`src/rtl/regfile_pkg.sv`:
```
//------------------------------------------------------------------------------
// Module  : regfile_pkg
// Brief   : Shared defaults, state encoding and parity helper for regfile_sb.
// Revision: 1.0
//------------------------------------------------------------------------------
`default_nettype none

package regfile_pkg;

  localparam int DEF_DATA_W = 32;
  localparam int DEF_ADDR_W = 5;

  typedef enum logic [0:0] {
    ST_INIT = 1'b0,
    ST_RUN  = 1'b1
  } state_t;

  typedef logic [DEF_ADDR_W-1:0] reg_addr_t;

  // Even parity bit: makes the total count of ones (data + bit) even.
  function automatic logic even_parity(input logic [63:0] d);
    return ^d;
  endfunction

endpackage

`default_nettype wire

```
`src/rtl/regfile_scoreboard.sv`:
```
//------------------------------------------------------------------------------
// Module  : regfile_scoreboard
// Brief   : Per-register pending bits with set-over-clear priority.
// Revision: 1.0
//------------------------------------------------------------------------------
`default_nettype none

module regfile_scoreboard
  import regfile_pkg::*;
#(
  parameter int ADDR_W  = DEF_ADDR_W,
  parameter int R0_ZERO = 1
) (
  input  logic              clk,
  input  logic              rst,
  input  logic              run,
  input  logic              wr_ok,
  input  logic [ADDR_W-1:0] waddr,
  input  logic              set_ok,
  input  logic [ADDR_W-1:0] set_addr,
  input  logic [ADDR_W-1:0] ra1,
  input  logic [ADDR_W-1:0] ra2,
  output logic              pend1,
  output logic              pend2
);

  localparam int c_NUM_REGS = 2**ADDR_W;

  logic [c_NUM_REGS-1:0] r_pend;
  logic                  w_clr1;
  logic                  w_clr2;
  logic                  w_r0_1;
  logic                  w_r0_2;

  // A new load issued behind a retiring one keeps the entry pending.
  for (genvar i = 0; i < c_NUM_REGS; i++) begin : g_pend
    always_ff @(posedge clk) begin
      if (rst) begin
        r_pend[i] <= 1'b0;
      end else if (set_ok && (set_addr == ADDR_W'(i))) begin
        r_pend[i] <= 1'b1;
      end else if (wr_ok && (waddr == ADDR_W'(i))) begin
        r_pend[i] <= 1'b0;
      end
    end
  end

  assign w_clr1 = wr_ok && (waddr == ra1) && !(set_ok && (set_addr == ra1));
  assign w_clr2 = wr_ok && (waddr == ra2) && !(set_ok && (set_addr == ra2));
  assign w_r0_1 = (R0_ZERO != 0) && (ra1 == '0);
  assign w_r0_2 = (R0_ZERO != 0) && (ra2 == '0);

  assign pend1 = run && !w_r0_1 && r_pend[ra1] && !w_clr1;
  assign pend2 = run && !w_r0_2 && r_pend[ra2] && !w_clr2;

endmodule

`default_nettype wire

```
`src/rtl/regfile_sb.sv`:
```
//------------------------------------------------------------------------------
// Module  : regfile_sb
// Brief   : 2R1W register file with write bypass, load scoreboard and a
//           post-reset hardware clear. Optional parity: REGFILE_PARITY_EN.
// Revision: 1.0
//------------------------------------------------------------------------------
`default_nettype none

module regfile_sb
  import regfile_pkg::*;
#(
  parameter int DATA_W  = DEF_DATA_W,
  parameter int ADDR_W  = DEF_ADDR_W,
  parameter int R0_ZERO = 1
) (
  input  logic              clk,
  input  logic              rst,
  input  logic              we,
  input  logic [ADDR_W-1:0] waddr,
  input  logic [DATA_W-1:0] wdata,
  input  logic [ADDR_W-1:0] ra1,
  input  logic [ADDR_W-1:0] ra2,
  output logic [DATA_W-1:0] rd1,
  output logic [DATA_W-1:0] rd2,
  input  logic              set_pend,
  input  logic [ADDR_W-1:0] set_addr,
  output logic              pend1,
  output logic              pend2,
  output logic              init_busy
`ifdef REGFILE_PARITY_EN
  ,
  input  logic              par_inj,
  output logic              par_err1,
  output logic              par_err2
`endif
);

  localparam int c_NUM_REGS = 2**ADDR_W;

  state_t            r_state;
  logic [ADDR_W-1:0] r_clr_cnt;
  logic [DATA_W-1:0] r_mem [c_NUM_REGS];

  logic              w_run;
  logic              w_wr_ok;
  logic              w_set_ok;
  logic              w_mem_we;
  logic [ADDR_W-1:0] w_mem_addr;
  logic [DATA_W-1:0] w_mem_data;
  logic              w_r0_1;
  logic              w_r0_2;
  logic              w_byp1;
  logic              w_byp2;

  always_ff @(posedge clk) begin
    if (rst) begin
      r_state   <= ST_INIT;
      r_clr_cnt <= '0;
    end else if (r_state == ST_INIT) begin
      if (r_clr_cnt == '1) begin
        r_state <= ST_RUN;
      end else begin
        r_clr_cnt <= r_clr_cnt + 1'b1;
      end
    end
  end

  assign init_busy = (r_state == ST_INIT);
  assign w_run     = (r_state == ST_RUN);
  assign w_wr_ok   = w_run && we       && ((waddr    != '0) || (R0_ZERO == 0));
  assign w_set_ok  = w_run && set_pend && ((set_addr != '0) || (R0_ZERO == 0));

  // The clear sequence borrows the single write port while in INIT.
  assign w_mem_we   = w_run ? w_wr_ok : !rst;
  assign w_mem_addr = w_run ? waddr : r_clr_cnt;
  assign w_mem_data = w_run ? wdata : '0;

  always_ff @(posedge clk) begin
    if (w_mem_we) begin
      r_mem[w_mem_addr] <= w_mem_data;
    end
  end

  assign w_r0_1 = (R0_ZERO != 0) && (ra1 == '0);
  assign w_r0_2 = (R0_ZERO != 0) && (ra2 == '0);
  assign w_byp1 = w_wr_ok && (waddr == ra1);
  assign w_byp2 = w_wr_ok && (waddr == ra2);

  assign rd1 = (!w_run || w_r0_1) ? '0 : (w_byp1 ? wdata : r_mem[ra1]);
  assign rd2 = (!w_run || w_r0_2) ? '0 : (w_byp2 ? wdata : r_mem[ra2]);

  regfile_scoreboard #(
    .ADDR_W  (ADDR_W),
    .R0_ZERO (R0_ZERO)
  ) u_scoreboard (
    .clk      (clk),
    .rst      (rst),
    .run      (w_run),
    .wr_ok    (w_wr_ok),
    .waddr    (waddr),
    .set_ok   (w_set_ok),
    .set_addr (set_addr),
    .ra1      (ra1),
    .ra2      (ra2),
    .pend1    (pend1),
    .pend2    (pend2)
  );

`ifdef REGFILE_PARITY_EN
  logic r_par [c_NUM_REGS];
  logic w_par_bit;

  assign w_par_bit = w_run ? (even_parity(64'(wdata)) ^ par_inj) : 1'b0;

  always_ff @(posedge clk) begin
    if (w_mem_we) begin
      r_par[w_mem_addr] <= w_par_bit;
    end
  end

  assign par_err1 = w_run && !w_r0_1 && !w_byp1 &&
                    (even_parity(64'(r_mem[ra1])) != r_par[ra1]);
  assign par_err2 = w_run && !w_r0_2 && !w_byp2 &&
                    (even_parity(64'(r_mem[ra2])) != r_par[ra2]);
`endif

endmodule

`default_nettype wire

```
`config.mk`:
```
export PLATFORM = sky130hd
export DESIGN_NAME = regfile_sb
export DESIGN_NICKNAME = d
export VERILOG_FILES = /design/src/rtl/regfile_pkg.sv /design/src/rtl/regfile_scoreboard.sv /design/src/rtl/regfile_sb.sv
export SDC_FILE = /design/constraint.sdc
export NUM_CORES = 1
export LEC_CHECK = 0
export CORE_MARGIN = 2
export CORE_UTILIZATION = 35
export DETAILED_ROUTE_END_ITERATION = 8
export GPL_TIMING_DRIVEN = 0
export HOLD_SLACK_MARGIN = 0.08
export MAX_ROUTING_LAYER = met4
export PLACE_DENSITY = 0.51
export SETUP_SLACK_MARGIN = 0.4
export SYNTH_ARGS = -nofsm -noshare
export SYNTH_HDL_FRONTEND = slang
export SYNTH_HIERARCHICAL = 1
export SYNTH_SLANG_ARGS = --single-unit
export TNS_END_PERCENT = 30
```
`constraint.sdc`:
```
create_clock -name clk -period 9.9 [get_ports clk]
set_clock_uncertainty 0.2 [all_clocks]
set_input_delay 1.98 -clock clk [delete_from_list [all_inputs] [get_ports clk]]
set_output_delay 1.98 -clock clk [all_outputs]
set_load 0.03 [all_outputs]
```
==> impl_metrics.ini, run 1 <==
[run_status]
status = finished with violations
violations = capacitance limit, slew limit

[placement]
io_buffers = 115
routabilityCongestion = 0.8722
place_ws_ps = 589.3
dpl_cell_area_um2 = 55820
place.detailed.hpwl_um = 131600

[pwr]
peakVddDrop_mv = 0.1409
p_leak_nw = 19.41
power_density_nw_per_um2 = 167.4

[drt]
drt_iter0_drc = 4291
vias = 33183
drcViolationCount = 0
wl_per_cell_um = 35.02
ant_nets = 0
via_per_inst = 6.179
dr.pass1.iters = 7
routed_wl_um = 188000

[sta]
max_freq_ghz = 0.1065
timing.final.crit_share_pct = 94.84
relSlewSlack_pct = -5.216
setup_tns_ps = 0
tightest_slew_ps = 1571
rsz0062_at_grt = false
layout_setup_ws_ps = 510.6
hold_viol_final = 0
final-setup-viol-count = 0
slew_violations = 6
min_period_ps = 9389

[grt]
grt_max_degree = 33
grt_pass1_vias = 33201
grt.overflow.total = 0
grt_pass1_wl_um = 259100
use_met3_pct = 5.282
gr-usage-all-layers_pct = 25.82
groute.layer.met2.usage_pct = 41.00
met1_usage_pct = 33.34
busiest_layer = met2
antenna_found_initial = 10

[critical_path]
arrival_ps = 7210
startpoint = ra1[2]
end_kind = primary output
startpoint_type = input pin
required_ps = 7720
reg2reg_slack_ps = 5610
reg2reg_to = r_mem[7][17]
r2r.worst_path.cells = 3
critPathMaxFanout = 10
critPathKind = in -> out
r2r_start = r_state

[clock_network]
clk_latency_ps = 760
cts_tree = yes
cts.path.max_buffers = 3
clk_pin_slew_ps = 60
cts_sinks = 1062
cts_setup_buffers = 0
clock-root-buffer = clkbuf_16
cts_resized = 0
numCtsBuffers = 115
cts_hold_buf = 0
htreeDepth = 3

[synthesis]
synth_top_area_share_pct = 60.28
synth_area_um2 = 51010
ys_types = 56
synth_nets = 3144
synth-edff-count = 1024
ys_top_cells_by_area = edfxtp_1 (60%), mux4_2 (13%), mux2i_1 (9.1%), a221oi_1 (3.3%), dfxtp_1 (1.5%)
syn_inst = 3086
synthArstFlopShare_pct = 0
ys_seq_area_share_pct = 61.78
ys_ff_latch = 1062
synth_area_leader_cell = edfxtp_1
synth_top_flop_cell = edfxtp_1
avgSynthCellArea_um2 = 16.53
yosysWarnings = 6

[cells_and_area]
layout_commonest_cell = edfxtp_1
fill_cells = 13087
layout-drive-gt1-share_pct = 19.79
syn_to_final_growth_pct = 16.73
postLayoutCellArea_um2 = 59540
final_cell_mix = edfxtp_1 (1,024), mux2i_1 (462), mux4_2 (301)
layout.nets = 3421

[floorplan]
core_area_um2 = 145200
boundaryPins = 123
die_h_um = 385.8
die-area_um2 = 148800
num_rows = 140
die_x_um = 385.8
start_util_pct = 35.13

[job]
cap_violations = 1

[worst_hold_path]
min_to = u_scoreboard/r_pend[8]
hold_class = reg -> reg
hold_path_depth = 2
hp-start = u_scoreboard/r_pend[8]
==> per-stage QoR <==
step | std cells | util (%) | power [mW] | hold WS, ps
2_1_floorplan | 3086 | - | 5.462 | 254.2
3_5_place_dp | 5162 | 38.44 | 5.779 | 283.4
3_3_place_gp | 5118 | 37.57 | 5.764 | 279.0
4_1_cts | 5367 | 40.97 | 10.01 | 293.4
6_report | 5370 | 41.00 | 9.967 | 291.9
5_1_grt | 5368 | 41.00 | 10.23 | 318.3
==> how the worst max path moves through the flow <==
stage,end
after floorplan,rd1[24]
after global placement,rd1[19]
after global routing,rd1[20]
final,rd1[18]
after detailed placement,rd1[17]
after CTS,rd1[17]
==> Yosys cell counts, types with 4 or more instances <==
library cell / instances
mux4_2: 301
nor3_1: 4
a211oi_1: 32
nor2b_1: 7
nand3_1: 11
o21bai_1: 32
a221o_1: 32
and2_1: 33
dfxtp_1: 38
edfxtp_1: 1024
buf_4: 33
nor4_1: 7
buf_6: 11
buf_1: 4
mux2_2: 4
nand2_1: 62
o22a_1: 32
a211o_1: 32
a21oi_1: 131
a221oi_1: 192
nand2b_1: 5
nor2_1: 53
inv_1: 4
o21ai_0: 133
xnor2_1: 15
mux2i_1: 462
clkbuf_1: 133
a21boi_0: 32
xor2_1: 18
a22oi_1: 96
buf_2: 75
==> routing by layer <==
metal  share of wire (%)  vias up  wire (um)
met5                   0        -          0
met4                 2.9        0       5506
met3                 9.0      296      17000
met2                  48     1660      90070
met1                  40    17593      75470
li1                    -    13634          -
==> flip-flops by register name, summed over array words and instances (netlist names) <==
register,flops
u_scoreboard/r_pend,32
r_state,1
r_clr_cnt,5
r_mem,1024
==> layout make-up <==
class / count / area, um^2 / area share (%)
sequential: 1062 / 31510 / 52.92
multi-input combinational: 1759 / 18460 / 31.01
clock buffer: 140 / 3032 / 5.092
tap: 1917 / 2399 / 4.028
timing repair buffer: 160 / 2185 / 3.669
buffer: 259 / 1279 / 2.148
clock inverter: 65 / 649.4 / 1.091
inverter: 6 / 22.52 / 0.03782
antenna: 2 / 5.005 / 0.008405
==> critical path, cell delays in order <==
cell	delay (ps)
clkdlybuf4s50_1	930
inv_1	130
clkbuf_1	460
nor2_1	630
clkbuf_1	640
a22oi_1	300
a211oi_1	1150
a211o_1	270
clkdlybuf4s50_1	690
==> kinds of logic after synthesis <==
kind of cell,Yosys count,synth area share [%]
compound gates,759,10.72
xor+xnor,33,0.5666
fa+ha+maj,2,0.04905
buf+inv,265,2.551
flops,1062,61.78
mux,768,22.50
simple gates,197,1.845
==> report_power, final <==
group | leakage [nW] | switching, mW | internal, mW
clock | 1.80 | 1.85 | 2.43
sequential | 9.33 | 0.0123 | 4.88
combinational | 8.27 | 0.503 | 0.290
total | 19.4 | 2.36 | 7.60
No activity file was read; power rests on OpenSTA's default activity.
==> inputs of run 2 (changes only) <==
--- a/config.mk
+++ b/config.mk
@@ -7,6 +7,7 @@
 export LEC_CHECK = 0
 export CORE_MARGIN = 2
 export CORE_UTILIZATION = 35
+export CTS_BUF_LIST = sky130_fd_sc_hd__clkbuf_4 sky130_fd_sc_hd__clkbuf_8 sky130_fd_sc_hd__clkbuf_16
 export DETAILED_ROUTE_END_ITERATION = 8
 export GPL_TIMING_DRIVEN = 0
 export HOLD_SLACK_MARGIN = 0.08
==> run 2 against run 1 <==
Net effect:
- the run still ends with capacitance limit, slew limit left
- worst setup slack lost 28 ps
- highest routed layer unchanged
- hold slack about the same
- fmax is 0.30% lower
==> impl_metrics.ini, run 2 (synthesis gave the netlist of run 1 again) <==
[floorplan]
num_rows = 140
die-area_um2 = 148800
core_area_um2 = 145200
boundaryPins = 123
die_h_um = 385.8
die_x_um = 385.8
start_util_pct = 35.13

[cells_and_area]
layout.nets = 3421
layout-drive-gt1-share_pct = 20.34
top_regs = r_mem (1024), u_scoreboard/r_pend (32), r_clr_cnt (5)
largest_reg_flops = 1024
top_register = r_mem
syn_to_final_growth_pct = 16.87
layout_commonest_cell = edfxtp_1
final_cell_mix = edfxtp_1 (1,024), mux2i_1 (462), mux4_2 (301)

[placement]
io_buffers = 115
routabilityCongestion = 0.8722
place.detailed.hpwl_um = 131600

[clock_network]
cts_hold_buf = 0
cts_sinks = 1062
clk_latency_ps = 750
cts.path.max_buffers = 3
numCtsBuffers = 115
cts_resized = 0
clock-root-buffer = clkbuf_16
clk_pin_slew_ps = 60
htreeDepth = 3
cts_setup_buffers = 0
cts_tree = yes

[critical_path]
critPathKind = in -> out
r2r_start = r_state
startpoint_type = input pin
critPathMaxFanout = 10
end_kind = primary output
arrival_ps = 7240
reg2reg_slack_ps = 5600
r2r.worst_path.cells = 3
reg2reg_to = r_mem[24][13]
required_ps = 7720

[sta]
final-setup-viol-count = 0
min_period_ps = 9417
relSlewSlack_pct = -0.4668
rsz0062_at_grt = false
hold_viol_final = 0
timing.final.crit_share_pct = 95.12
slew_violations = 6
max_freq_ghz = 0.1062
tightest_slew_ps = 1500
setup_tns_ps = 0

[grt]
grt_pass1_wl_um = 259000
antenna_found_initial = 10
grt_max_degree = 33
grt.overflow.total = 0
grt_pass1_vias = 33225
gr-usage-all-layers_pct = 25.81

[drt]
drt_iter0_drc = 3930
vias = 33144
dr.pass1.iters = 6
drcViolationCount = 0
routed_wl_um = 188200
ant_nets = 0
wl_per_cell_um = 35.04
via_per_inst = 6.173

[run_status]
status = finished with violations
violations = capacitance limit, slew limit

[worst_hold_path]
hp-start = u_scoreboard/r_pend[8]
hold_path_depth = 2
hold_class = reg -> reg
min_to = u_scoreboard/r_pend[8]

[job]
cap_violations = 1

[pwr]
p_leak_nw = 19.47
power_density_nw_per_um2 = 168.1
peakVddDrop_mv = 0.1399
p_total_mw = 10.02
## run 2: worst max path at each step
stage / startpoint / end / slack, ps
final: ra1[2] / rd1[19] / 480
after CTS: ra1[2] / rd1[17] / 580
after floorplan: ra1[0] / rd1[24] / 4040
after global placement: ra1[4] / rd1[19] / 300
after global routing: ra1[4] / rd1[20] / 510
after detailed placement: ra1[2] / rd1[17] / 590
## run 2: through the flow
stage | cell area [um^2] | setup WS, ps | util [%] | instances | hold WS (ps)
after global placement | 54560 | 304.5 | 37.57 | 5118 | 279.0
after global routing | 59610 | 514.8 | 41.05 | 5368 | 318.3
after CTS | 59570 | 576.7 | 41.02 | 5367 | 293.4
final | 59610 | 482.7 | 41.05 | 5369 | 292.3
after detailed placement | 55820 | 589.3 | 38.44 | 5162 | 283.4
after floorplan | 51010 | 4038 | - | 3086 | 254.2
## run 2: final cells by class
type / instances / area, um^2
Sequential cell: 1062 / 31510
Antenna cell: 1 / 2.502
Tap cell: 1917 / 2399
Buffer: 259 / 1279
Multi-Input combinational cell: 1759 / 18460
Fill cell: 13074 / 85600
Clock inverter: 65 / 649.4
Timing Repair Buffer: 160 / 2185
Clock buffer: 140 / 3103
Inverter: 6 / 22.52
## run 2: where the power goes
group	switching, mW	internal [mW]	total (mW)
logic	0.504	0.290	0.794
registers	0.0123	4.88	4.90
clock network	1.85	2.48	4.33
total	2.37	7.66	10.0
## run 2: layer usage
layer	global-route usage, %	vias to the layer above	wire length, um
met2	41.07	1622	90070
met4	7.840	0	5653
met5	-	-	0
met1	33.20	17584	75260
li1	-	13636	-
met3	5.422	302	17170
## run 2: critical path: stages
cell             delay [ps]
clkdlybuf4s50_1         950
inv_1                   130
clkbuf_1                460
nor2_1                  620
clkbuf_1                640
a22oi_1                 230
a211oi_1               1220
a211o_1                 270
clkdlybuf4s50_1         700
